===== src/rtl/ocm_amo_port.sv =====
// -----------------------------------------------------------------------------
// ocm_amo_port
//
// Purpose:
//   A core-side port that performs one read-modify-write (atomic memory
//   operation) on a shared on-chip memory (OCM). A request is captured in
//   IDLE, the port arbitrates for the OCM, reads the old word, writes the op
//   result back while the arbiter still holds the grant, and returns the old
//   value with a one-cycle acknowledge.
//
//   Sequence: IDLE -> REQ (wait for grant) -> READ -> WRITE -> RESP -> IDLE
//
// Optional feature:
//   OCM_AMO_MINMAX_EN  -- when defined, op codes 7..10 (MIN, MAX, MINU, MAXU)
//                         are executed. When undefined they are illegal ops
//                         and no comparators are built.
//
// Ports:
//   clk          in   clock, all state updates on the rising edge
//   rst          in   synchronous active-high reset
//   i_valid      in   core request strobe (ignored while o_busy)
//   i_op[3:0]    in   operation code
//   i_addr       in   word address (ADDR_BITS)
//   i_wdata[31:0]in   store / AMO operand
//   o_busy       out  high in every non-IDLE state (core stall)
//   o_ack        out  one-cycle completion pulse
//   o_rdata[31:0]out  old memory value, valid with o_ack, held until next ack
//   o_err        out  high with o_ack for an illegal op
//   o_req        out  OCM access request
//   o_done       out  OCM release strobe (high in WRITE)
//   i_grant      in   OCM grant for this port
//   o_addr       out  OCM address (ADDR_BITS)
//   o_data[31:0] out  OCM write data
//   o_dm_write   out  OCM byte write enables
//   i_data[31:0] in   OCM read data, one-cycle synchronous read
// -----------------------------------------------------------------------------
module ocm_amo_port #(
    parameter int ADDR_BITS = 12
) (
    input  logic                 clk,
    input  logic                 rst,
    input  logic                 i_valid,
    input  logic [3:0]           i_op,
    input  logic [ADDR_BITS-1:0] i_addr,
    input  logic [31:0]          i_wdata,
    output logic                 o_busy,
    output logic                 o_ack,
    output logic [31:0]          o_rdata,
    output logic                 o_err,
    output logic                 o_req,
    output logic                 o_done,
    input  logic                 i_grant,
    output logic [ADDR_BITS-1:0] o_addr,
    output logic [31:0]          o_data,
    output logic [3:0]           o_dm_write,
    input  logic [31:0]          i_data
);

    localparam logic [3:0] OP_LOAD  = 4'd0;
    localparam logic [3:0] OP_STORE = 4'd1;
    localparam logic [3:0] OP_SWAP  = 4'd2;
    localparam logic [3:0] OP_ADD   = 4'd3;
    localparam logic [3:0] OP_AND   = 4'd4;
    localparam logic [3:0] OP_OR    = 4'd5;
    localparam logic [3:0] OP_XOR   = 4'd6;
`ifdef OCM_AMO_MINMAX_EN
    localparam logic [3:0] OP_MIN   = 4'd7;
    localparam logic [3:0] OP_MAX   = 4'd8;
    localparam logic [3:0] OP_MINU  = 4'd9;
    localparam logic [3:0] OP_MAXU  = 4'd10;
`endif

    typedef enum logic [2:0] {
        S_IDLE,
        S_REQ,
        S_READ,
        S_WRITE,
        S_RESP
    } state_t;

    state_t                r_state;
    logic [3:0]            r_op;
    logic [ADDR_BITS-1:0]  r_addr;
    logic [31:0]           r_wdata;
    logic                  r_busy;
    logic                  r_ack;
    logic                  r_err;
    logic                  r_req;
    logic                  r_done;
    logic [31:0]           r_rdata;

    logic                  w_legal;
    logic                  w_writes;
    logic [31:0]           w_result;

    // Op result from the old word (i_data, valid only in WRITE) and the
    // captured operand. MIN/MAX pick the operand only when strictly better,
    // so a tie keeps the old value.
    // NOTE: every always_comb output gets a default before the case so no
    // path leaves it unassigned, which would infer a latch.
    always_comb begin
        w_legal  = 1'b1;
        w_result = '0;
        case (r_op)
            OP_LOAD:  w_result = i_data;
            OP_STORE: w_result = r_wdata;
            OP_SWAP:  w_result = r_wdata;
            OP_ADD:   w_result = i_data + r_wdata;
            OP_AND:   w_result = i_data & r_wdata;
            OP_OR:    w_result = i_data | r_wdata;
            OP_XOR:   w_result = i_data ^ r_wdata;
`ifdef OCM_AMO_MINMAX_EN
            OP_MIN:   w_result = ($signed(r_wdata) < $signed(i_data)) ? r_wdata : i_data;
            OP_MAX:   w_result = ($signed(r_wdata) > $signed(i_data)) ? r_wdata : i_data;
            OP_MINU:  w_result = (r_wdata < i_data) ? r_wdata : i_data;
            OP_MAXU:  w_result = (r_wdata > i_data) ? r_wdata : i_data;
`endif
            default:  w_legal  = 1'b0;
        endcase
    end

    assign w_writes = w_legal && (r_op != OP_LOAD);

    // The OCM address is driven only while the port owns the memory.
    assign o_addr = ((r_state == S_READ) || (r_state == S_WRITE)) ? r_addr : '0;
    assign o_data = (r_state == S_WRITE) ? w_result : '0;

    // NOTE: the write enable is gated by rst combinationally rather than
    // through the register, so a reset that lands in WRITE cannot let the
    // memory commit a write on that same edge.
    assign o_dm_write = ((r_state == S_WRITE) && w_writes && !rst) ? 4'hF : 4'h0;

    assign o_busy  = r_busy;
    assign o_ack   = r_ack;
    assign o_err   = r_err;
    assign o_req   = r_req;
    assign o_done  = r_done;
    assign o_rdata = r_rdata;

    // Single FSM; status outputs are registered for the state being entered.
    // NOTE: sequential state uses non-blocking assignments so every register
    // samples pre-edge values regardless of statement order.
    always_ff @(posedge clk) begin
        if (rst) begin
            r_state <= S_IDLE;
            r_op    <= '0;
            r_addr  <= '0;
            r_wdata <= '0;
            r_busy  <= 1'b0;
            r_ack   <= 1'b0;
            r_err   <= 1'b0;
            r_req   <= 1'b0;
            r_done  <= 1'b0;
            r_rdata <= '0;
        end else begin
            r_ack <= 1'b0;
            case (r_state)
                S_IDLE: begin
                    if (i_valid) begin
                        r_op    <= i_op;
                        r_addr  <= i_addr;
                        r_wdata <= i_wdata;
                        r_busy  <= 1'b1;
                        r_req   <= 1'b1;
                        r_state <= S_REQ;
                    end
                end
                S_REQ: begin
                    if (i_grant) begin
                        r_state <= S_READ;
                    end
                end
                S_READ: begin
                    // Grant is not re-checked: the arbiter holds it until done.
                    r_done  <= 1'b1;
                    r_state <= S_WRITE;
                end
                S_WRITE: begin
                    r_rdata <= w_legal ? i_data : 32'h0;
                    r_err   <= !w_legal;
                    r_ack   <= 1'b1;
                    r_req   <= 1'b0;
                    r_done  <= 1'b0;
                    r_state <= S_RESP;
                end
                S_RESP: begin
                    r_err   <= 1'b0;
                    r_busy  <= 1'b0;
                    r_state <= S_IDLE;
                end
                default: begin
                    r_busy  <= 1'b0;
                    r_req   <= 1'b0;
                    r_done  <= 1'b0;
                    r_err   <= 1'b0;
                    r_state <= S_IDLE;
                end
            endcase
        end
    end

endmodule

===== config.mk =====
export PLATFORM = sky130hd
export DESIGN_NAME = ocm_amo_port
export DESIGN_NICKNAME = d
export VERILOG_FILES = /design/src/rtl/ocm_amo_port.sv
export SDC_FILE = /design/constraint.sdc
export NUM_CORES = 1
export LEC_CHECK = 0
export CAP_MARGIN = 5
export CORE_MARGIN = 2
export CORE_UTILIZATION = 55
export DETAILED_ROUTE_END_ITERATION = 6
export PLACE_DENSITY = 0.87
export SKIP_LAST_GASP = 1
export SYNTH_ARGS = -nofsm -noshare
export SYNTH_HDL_FRONTEND = slang
export SYNTH_SLANG_ARGS = --single-unit
export TNS_END_PERCENT = 10

===== constraint.sdc =====
create_clock -name clk -period 6 [get_ports clk]
set_input_delay 0.6 -clock clk [delete_from_list [all_inputs] [get_ports clk]]
set_output_delay 0.6 -clock clk [all_outputs]
set_load 0.05 [all_outputs]

==> metrics.yaml, run 1 <==
total_power_w: 0.00175
crit_required_ns: 5.40
reg2reg_from: "r_state[1]$_SDFFE_PP0P_"
grt_pass1_wl_um: 33500
endpoint: "o_data[22]"
syn_area_per_cell_um2: 7.17
routed_wl_um: 21100
cts_resized: 0
final_cell_mix: "167 x clkdlybuf4s50_1, 163 x nand2_1, 124 x a21oi_1"
drt_iter0_drc: 661
grt.total_usage: 0.305
critPathKind: "input port to primary output"
fin_crit_sh: 0.797
final_nets: 1241
grt_pass1_vias: 6917
antenna_cells: 0
hold_viol: 0
finalClockSkew_ns: 0.0113
synth.distinct_cells: 73
numPortBuffers: 168
p_leak_nw: 3.52
finalWorstSetupSlack_ns: 1.22
final_cells: 1269
seq_area_frac_synth: 0.251
place.gp.congestion: 0.929
rr_endpoint: "o_rdata[2]$_SDFFE_PP0P_"
drc: 0
p_per_area_nw_per_um2: 195
hpwl_um: 14300
final_common_cell: "clkdlybuf4s50_1"
synth_seq_cells: 88
row_count: 41
ir_drop_uv: 151
tns_ns: 0
layout-drive-gt1-share: 0.0474
place_area_um2: 8690
die_area_um2: 13700
synth-edff-count: 0
ctsHoldBuffers: 0
hold_path_class: "register to register"
async_flop_share: 0
cts_root_buffer: "clkbuf_16"
antenna_found_initial: 0
grt_max_degree: 89
cp-start-kind: "input port"
vias: 7515
viasPerCell: 5.92
dpl.cell_count: 1253
grt_setup_unrepaired: "no"
finalSetupViolations: 0
slew_viol_final: 0
cp-startpoint: "i_data[9]"
overflow: 0
cts_setup_buffers: 0
dominantRegCellSynth: "dfxtp_1"
cts_max_level: 3
fmaxAchievable_mhz: 209
drt_pass1_iterations: 5
synthToLayoutAreaGrowth_pct: 28.1
ios: 169
outcome: "finished clean"
synth_warnings: 0
end_kind: "primary output"
cap_violations: 0
cts_tree: "done"
clock_latency_ns: 0.36
syn_nets: 1126
worst_pin_slew_ns: 0.931
cts_made_buffers: 9
cp.arrival_ns: 4.18
die_x_um: 117
cts_buffer_depth: 2
synth_area_um2: 7010
ant_nets: 0
die_y_um: 117
dp_slack_ns: 1.27
fillers: 1102
design.core.area_um2: 12500
synth_cells: 977
reg2reg_slack_ns: 4.02
cts.sinks: 88
start_util: 0.560
clk_pin_slew_ns: 0.06
rr_worst_depth: 6
finalInstanceArea_um2: 8970
wl_per_cell_um: 16.6
cp_max_fo: 7
slew_headroom: 0.379
min_period_ns: 4.78
cell type report:
| cell class | instances | area [um^2] | share of cell area |
|---|---|---|---|
| Multi-Input combinational cell | 734 | 4640 | 0.517 |
| Timing Repair Buffer | 183 | 1790 | 0.199 |
| Sequential cell | 88 | 1760 | 0.196 |
| Inverter | 76 | 285 | 0.0318 |
| Clock buffer | 11 | 243 | 0.0270 |
| Tap cell | 172 | 215 | 0.0240 |
| Clock inverter | 5 | 38.8 | 0.00432 |
how the worst min path moves through the flow:
stage,from,to,cells past startpoint
floorplan,r_addr[0]$_SDFFE_PP0P_,r_addr[0]$_SDFFE_PP0P_,2
global placement,r_addr[1]$_SDFFE_PP0P_,r_addr[1]$_SDFFE_PP0P_,2
detailed placement,r_addr[2]$_SDFFE_PP0P_,r_addr[2]$_SDFFE_PP0P_,2
CTS,o_rdata[15]$_SDFFE_PP0P_,o_rdata[15]$_SDFFE_PP0P_,2
global route,o_rdata[17]$_SDFFE_PP0P_,o_rdata[17]$_SDFFE_PP0P_,2
finish,o_rdata[17]$_SDFFE_PP0P_,o_rdata[17]$_SDFFE_PP0P_,2
synth_stat cells (6+ instances only):
master | n | area, um^2
and2_1 | 16 | 100
xnor2_1 | 8 | 70.1
o21ai_1 | 6 | 30.0
clkbuf_1 | 55 | 206
a21oi_1 | 124 | 621
nand4_1 | 6 | 37.5
xor2_1 | 10 | 87.6
o22ai_1 | 20 | 125
a31oi_1 | 10 | 62.6
nand2_1 | 163 | 612
nor2_1 | 51 | 191
nand3_1 | 49 | 245
ha_1 | 64 | 801
o21ai_0 | 32 | 160
dfxtp_1 | 88 | 1760
buf_2 | 18 | 90.1
a21o_1 | 19 | 143
a221oi_1 | 29 | 254
and3_1 | 8 | 50.1
a22oi_1 | 24 | 180
inv_1 | 76 | 285
mux2i_1 | 7 | 70.1
nor3_1 | 10 | 50.1
power by group:
part | internal, W | total (W) | switching (W)
logic | 0.000222 | 0.000542 | 0.000320
clock network | 0.000296 | 0.000553 | 0.000258
registers | 0.000615 | 0.000654 | 0.0000388
total | 0.00113 | 0.00175 | 0.000617
logic make-up (layout without fill, tap and decap cells):
| family | after synthesis | count (layout) | synth area share |
|---|---|---|---|
| buf+inv | 155 | 275 | 0.0889 |
| compound gates | 313 | 313 | 0.292 |
| simple gates | 330 | 330 | 0.216 |
| fa+ha+maj | 65 | 65 | 0.117 |
| mux | 8 | 8 | 0.0116 |
| flops | 88 | 88 | 0.251 |
| xor+xnor | 18 | 18 | 0.0225 |
worst max-delay path, cell delays in order:
cell	delay (ns)
clkdlybuf4s50_1	0.55
inv_1	0.07
ha_1	0.45
and2_4	0.22
nand3_1	0.09
a211o_1	0.32
a31oi_2	0.29
o21a_4	0.23
mux2_1	0.33
o22ai_1	0.18
clkdlybuf4s50_1	0.84
state kept, by name, indices dropped and copies added (netlist names), 3 cells and up:
signal	cells
r_addr	12
r_op	4
o_rdata	32
r_wdata	32
r_state	3
metal layers:
layer | share of wire | GRT usage | wire length [um] | vias to the layer above
li1 | - | - | - | 3659
met1 | 0.43 | 0.402 | 9140 | 3517
met2 | 0.47 | 0.499 | 9840 | 297
met3 | 0.073 | 0.0505 | 1550 | 42
met4 | 0.025 | 0.126 | 533 | 0
met5 | 0 | 0 | 0 | -
metrics by stage:
stage | util | hold WS [ns]
4_1_cts | 0.717 | 0.451
3_3_place_gp | 0.694 | 0.437
2_1_floorplan | - | 0.432
5_1_grt | 0.717 | 0.468
3_5_place_dp | 0.694 | 0.442
6_report | 0.717 | 0.450
Power figures use the tool's default switching activity.
==> run 2: changes to the inputs <==
CORE_UTILIZATION = 51   (was 55)
PLACE_DENSITY = 0.82   (was 0.87)
clock period = 4.95 ns   (was 6 ns; I/O delays follow)
==> run 2 against run 1 <==
  * Worst hold slack got worse by 0.11 ns
  * Sequential share of layout area shrank 0.61 points
  * Power increased by 22%
  * Die area grew 7.6%
  * Register-to-register slack got worse by 1.3 ns
  * First-iteration DRC count up 0.15%
  * Sequential cell count is the same
  * Count of clock-buffer cells in the layout decreased by 1
  * Critical endpoint is now o_data[8]
  * Highest routed layer unchanged
==> metrics.yaml, run 2 (synthesis gave the netlist of run 1 again) <==
outcome: "finished clean"
multi_input_area_um2: 4640  # unchanged
grt_pass1_vias: 6992  # +1.1%
viasPerCell: 5.90  # -0.41%
cpPeakStageDelay_ns: 0.81  # -0.03 ns
finalClockSkew_ns: 0.00794  # -0.00334 ns
cts_made_buffers: 9  # unchanged
switching_share: 0.353  # +0.000366
cts_root_buffer: "clkbuf_16"
routed_wl_um: 21300  # +1.1%
end_kind: "primary output"
p_leak_nw: 3.67  # +4.2%
overflow: 0  # unchanged
antenna_cells: 0  # unchanged
finalInstanceArea_um2: 9260  # +3.2%
min_period_ns: 4.15
seq_area_um2: 1760  # unchanged
crit_required_ns: 4.45  # -0.95 ns
seqPwrFrac: 0.371  # -0.003
grt_setup_unrepaired: "no"
total_power_w: 0.00213  # +22%
worst_pin_slew_ns: 0.926  # -0.00518 ns
grt.total_usage: 0.287  # -0.0189
hold_path_class: "input port to register"
hpwl_um: 14900  # +4.3%
cp-start-kind: "input port"
fmaxAchievable_mhz: 241
clkPwrFrac: 0.318  # +0.002
layout-drive-gt1-share: 0.0766  # +0.0292
antenna_found_initial: 0  # unchanged
start_util: 0.525  # -0.0348
ir_drop_uv: 183  # +21%
final_cell_mix: "163 x nand2_1, 136 x clkdlybuf4s50_1, 124 x a21oi_1"
cts_tree: "done"
post-route-util: 0.694  # -0.0232
drc: 0  # unchanged
die_y_um: 121  # +3.7%
slew_headroom: 0.383  # +0.00346
dr.max_layer_used: "met4"
ios: 169  # unchanged
p_sw_w: 0.000753  # +22%
place_area_um2: 8970  # +3.2%
pwr-share-comb: 0.311  # about the same
cts_buffer_depth: 2  # unchanged
cp.arrival_ns: 3.65  # -0.53 ns
min_from: "rst"
dpl.cell_count: 1257  # +0.32%
grt_pass1_wl_um: 34000  # +1.5%
slowest_stage: "clkdlybuf4s50_1"
crit_chain: "clkdlybuf4s50_1, ha_1, inv_1, fa_1, nor2b_1, o211a_1, or2_1, nand2_1, a211oi_1, o31a_1, clkdlybuf4s50_1"
fin_crit_sh: 0.838
reg2reg_from: "r_state[0]$_SDFFE_PP0P_"
cp-startpoint: "i_data[0]"
cts.sinks: 88  # unchanged
wl_met2_um: 9980  # +1.5%
numPortBuffers: 168  # unchanged
cts_max_level: 3  # unchanged
p_int_w: 0.00138  # +22%
met3_length_um: 1540  # -0.26%
row_count: 42  # +2.4%
clock_latency_ns: 0.36  # about the same
final_cells: 1273  # +0.32%
cts_setup_buffers: 0  # unchanged
final_common_cell: "nand2_1"
hold_viol: 0  # unchanged
final_nets: 1241  # unchanged
synthToLayoutAreaGrowth_pct: 32.2
die_x_um: 121  # +3.7%
cts_resized: 0  # unchanged
die_area_um2: 14700  # +7.6%
finalSetupViolations: 0  # unchanged
ant_nets: 0  # unchanged
drt_iter0_drc: 662  # +0.15%
fillers: 1140  # +3.4%
met1Wirelength_um: 9290  # +1.6%
drt_pass1_iterations: 6  # +1
ctsHoldBuffers: 0  # unchanged
cp_max_fo: 4  # -3
tns_ns: 0  # unchanged
critPathMostFrequentCell: "clkdlybuf4s50_1"
wl_per_cell_um: 16.7  # +0.83%
design.core.area_um2: 13300  # +6.6%
cap_violations: 0  # unchanged
critPathKind: "input port to primary output"
vias: 7508  # -0.093%
clk_pin_slew_ns: 0.06  # about the same
slew_viol_final: 0  # unchanged
p_per_area_nw_per_um2: 230  # +18%
grt_max_degree: 88  # -1.1%
place.gp.congestion: 0.929  # unchanged
## run 2: cell count changes in the layout (fill, tap and decap cells not counted), sizes merged
cell | before | now
inv | 78 | 79
clkdlybuf4s50 | 167 | 136
clkinv | 2 | 3
clkinvlp | 1 | 0
buf | 16 | 47
clkbuf | 11 | 10
## run 2: layout make-up
type / count / share of cell area
Multi-Input combinational cell: 734 / 0.501
Clock buffer: 10 / 0.0258
Sequential cell: 88 / 0.190
Clock inverter: 6 / 0.00554
Timing Repair Buffer: 183 / 0.223
Inverter: 76 / 0.0308
Tap cell: 176 / 0.0238
## run 2: worst paths after layout
check                                   to  slack [ns]  cells after the start
setup / recovery                 o_data[8]        0.80                     11
hold / removal     r_state[2]$_SDFFE_PP0P_        0.33                      2
setup reg to reg  r_wdata[13]$_SDFFE_PP0P_        2.68                      5
hold reg to reg     r_addr[6]$_SDFFE_PP0P_        0.45                      2
## run 2: critical path: cells and delay by family
kind | cells | cell delay, ns
adder cells (fa/ha/maj) | 2 | 0.65
AND/OR/NAND/NOR | 3 | 0.44
buffers and inverters | 3 | 1.42
AO/OA/AOI/OAI | 3 | 0.64
## run 2: metrics by stage
stage / setup WS [ns] / hold slack (ns)
after floorplan: 1.44 / 0.432
after global placement: 0.942 / 0.437
after detailed placement: 0.856 / 0.442
after CTS: 0.848 / 0.324
after global routing: 0.678 / 0.333
final: 0.801 / 0.335
## run 2: per-layer routing
layer	GRT usage	vias to the layer above
li1	-	3666
met1	0.366	3547
met2	0.473	257
met3	0.0630	38
met4	0.106	0
met5	0	-
## run 2: power by group through the flow
stage | clock network, W | registers (W) | logic (W)
after floorplan | 0 | 0.000810 | 0.000432
after global placement | 0 | 0.000805 | 0.000640
after detailed placement | 0 | 0.000806 | 0.000653
after CTS | 0.000690 | 0.000790 | 0.000657
after global routing | 0.000717 | 0.000797 | 0.000729
final | 0.000679 | 0.000791 | 0.000664
==> variant, RTL diff (config.mk and constraints of run 2) <==
Change the parameter `ADDR_BITS` from 12 to 13.
--- a/src/rtl/ocm_amo_port.sv
+++ b/src/rtl/ocm_amo_port.sv
@@ -37,3 +37,3 @@
 module ocm_amo_port #(
-    parameter int ADDR_BITS = 12
+    parameter int ADDR_BITS = 13
 ) (
Ports: changed (resized i_addr and o_addr); port bits go from 169 to 171. The function was not compared with the original's and may differ.
==> variant against run 2 <==
- combinational power rose by 3%
- final area rose by 1.7%
- maximum frequency fell by 2.1%
- sequential cell count rose by 1
- count of clock-buffer cells in the layout did not move
- power rose by 4.5%
- routed wire length rose by 3.0%
- first-iteration DRC count fell by 5.3%
- worst setup slack got worse by 88 ps
- synthesized cell count rose by 0.82%
- synthesized area rose by 1.1%
- critical path depth rose by 1
- critical path type unchanged
- critical endpoint is now o_data[30]
==> variant: results (changes against run 2) <==
| Stage | Result | Value | Delta |
|---|---|---|---|
| status | Status | finished clean |  |
| route | Vias | 7,562 | +0.72% |
| place | Detailed-placement wirelength estimate | 15.0 mm | +0.49% |
| route | Met1 Wirelength | 9.60 mm | +3.4% |
| critical path | Highest net fanout along the worst path | 5 | +1 |
| finish | Fraction of final layout cells with drive strength greater than 1 | 0.0805 | +0.00390 |
| route | Wire length on met3 | 1.59 mm | +3.3% |
| yosys | Synthesized netlist net count | 1,135 | +0.80% |
| timing | Worst slew margin | 0.345 | -0.0377 |
| yosys | Cell variety after synth | 74 | +1.4% |
| place | Worst-case setup slack after placement | 811 ps | -45.0 ps |
| yosys | Post-synthesis instance area | 7080 um2 | +1.1% |
| grt | Tot GR Track Use | 0.291 | +0.00433 |
| route | DR WL met2 | 10.5 mm | +4.8% |
| critical path | Arrival time at the worst endpoint | 3740 ps | +90 ps |
| route | DRC violation total after the first TritonRoute iteration | 627 | -5.3% |
| grt | Largest net degree at the start of global routing | 89 | +1.1% |
| finish | Final layout net count | 1,251 | +0.81% |
| grt | Global routing met1 resource utilization | 0.373 | +0.00721 |
| place | Port Buf Inserts | 170 | +1.2% |
| yosys | Synth top cells by count | 166 x sky130_fd_sc_hd__nand2_1, 125 x sky130_fd_sc_hd__a21oi_1, 89 x sky130_fd_sc_hd__dfxtp_1 |  |
| power and ir drop | VDD IR max | 240 uV | +31% |
| place | Area after detailed placement | 9100 um2 | +1.4% |
| place | Final estimated routing congestion in global placement | 0.961 | +3.3% |
| cts | Maximum level of the CTS H-tree | 3 | unchanged |
| grt | Met3 GRT Util | 0.0623 | -0.000704 |
| route | Total iterations of the first detailed-routing run | 5 | -1 |
| yosys | Sequential-to-total area share from yosys stat | 0.252 | about the same |
| power and ir drop | Leakage Power | 3.72 nW | +1.3% |
| yosys | Largest cells by area after synthesis | sky130_fd_sc_hd__dfxtp_1 25%, sky130_fd_sc_hd__ha_1 11%, sky130_fd_sc_hd__a21oi_1 8.8%, sky130_fd_sc_hd__nand2_1 8.8%, sky130_fd_sc_hd__inv_1 4.0% |  |
| grt | Number of global-route vias before repair | 6,939 | -0.76% |
| finish | Layout fillers | 1,132 | -0.70% |
| grt | First-pass GRT wire length | 34.6 mm | +1.6% |
==> variant: cell types whose count changed in the layout (fill, tap and decap cells not counted), moves of 2 or more <==
| cell | delta |
|---|---|
| sky130_fd_sc_hd__o21ai_0 | +5 |
| sky130_fd_sc_hd__o21ai_1 | -3 |
| sky130_fd_sc_hd__a21o_1 | -2 |
| sky130_fd_sc_hd__and2_1 | +2 |
| sky130_fd_sc_hd__buf_12 | +2 |
| sky130_fd_sc_hd__clkdlybuf4s50_1 | +2 |
| sky130_fd_sc_hd__nand2_1 | +3 |
| sky130_fd_sc_hd__clkinv_4 | -2 |
==> variant: layout make-up <==
type | count | area share
Clock buffer | 10 | 0.0254
Tap cell | 180 | 0.0239
Timing Repair Buffer | 186 | 0.225
Inverter | 75 | 0.0299
Multi-Input combinational cell | 740 | 0.499
Sequential cell | 89 | 0.189
Clock inverter | 6 | 0.00837
==> variant: power by group <==
part	switching (mW)	leakage (nW)	total (mW)	internal [mW]
clock network	0.331	0.158	0.750	0.418
registers	0.0459	0.726	0.799	0.754
logic	0.400	2.83	0.681	0.280
total	0.778	3.72	2.23	1.45
==> variant: worst paths after layout <==
| kind | startpoint | to | slack [ps] | depth (start not counted) |
|---|---|---|---|---|
| worst max register to register | r_state[0] | r_wdata[14] | 2670 | 5 |
| worst min-delay path | rst | r_state[2] | 310 | 2 |
| worst min register to register | o_rdata[15] | o_rdata[15] | 450 | 2 |
| worst max-delay path | i_data[0] | o_data[30] | 710 | 12 |
==> variant: stage by stage <==
step / instances / utilization
2_1_floorplan: 985 / -
3_3_place_gp: 1270 / 0.663
3_5_place_dp: 1270 / 0.663
4_1_cts: 1286 / 0.686
5_1_grt: 1286 / 0.686
6_report: 1286 / 0.686
==> variant: worst max-delay path, stage by stage <==
cell                              delay, ps
sky130_fd_sc_hd__clkdlybuf4s50_1        540
sky130_fd_sc_hd__ha_1                   270
sky130_fd_sc_hd__inv_1                   80
sky130_fd_sc_hd__fa_1                   420
sky130_fd_sc_hd__nor2b_1                170
sky130_fd_sc_hd__o211a_1                180
sky130_fd_sc_hd__o21ai_0                120
sky130_fd_sc_hd__a31oi_2                360
sky130_fd_sc_hd__o21a_4                 230
sky130_fd_sc_hd__nand3_1                 80
sky130_fd_sc_hd__o311ai_1               570
sky130_fd_sc_hd__buf_12                 220
==> variant: logic make-up (layout without fill, tap and decap cells) <==
logic type / after synthesis / in the layout / synth area share
adder cells (fa/ha/maj): 65 / 65 / 0.116
AND/OR/NAND/NOR: 335 / 335 / 0.217
AO/OA/AOI/OAI: 314 / 314 / 0.292
multiplexers: 8 / 8 / 0.0120
XOR/XNOR: 18 / 18 / 0.0223
flip-flops: 89 / 89 / 0.252
buffers and inverters: 156 / 277 / 0.0896
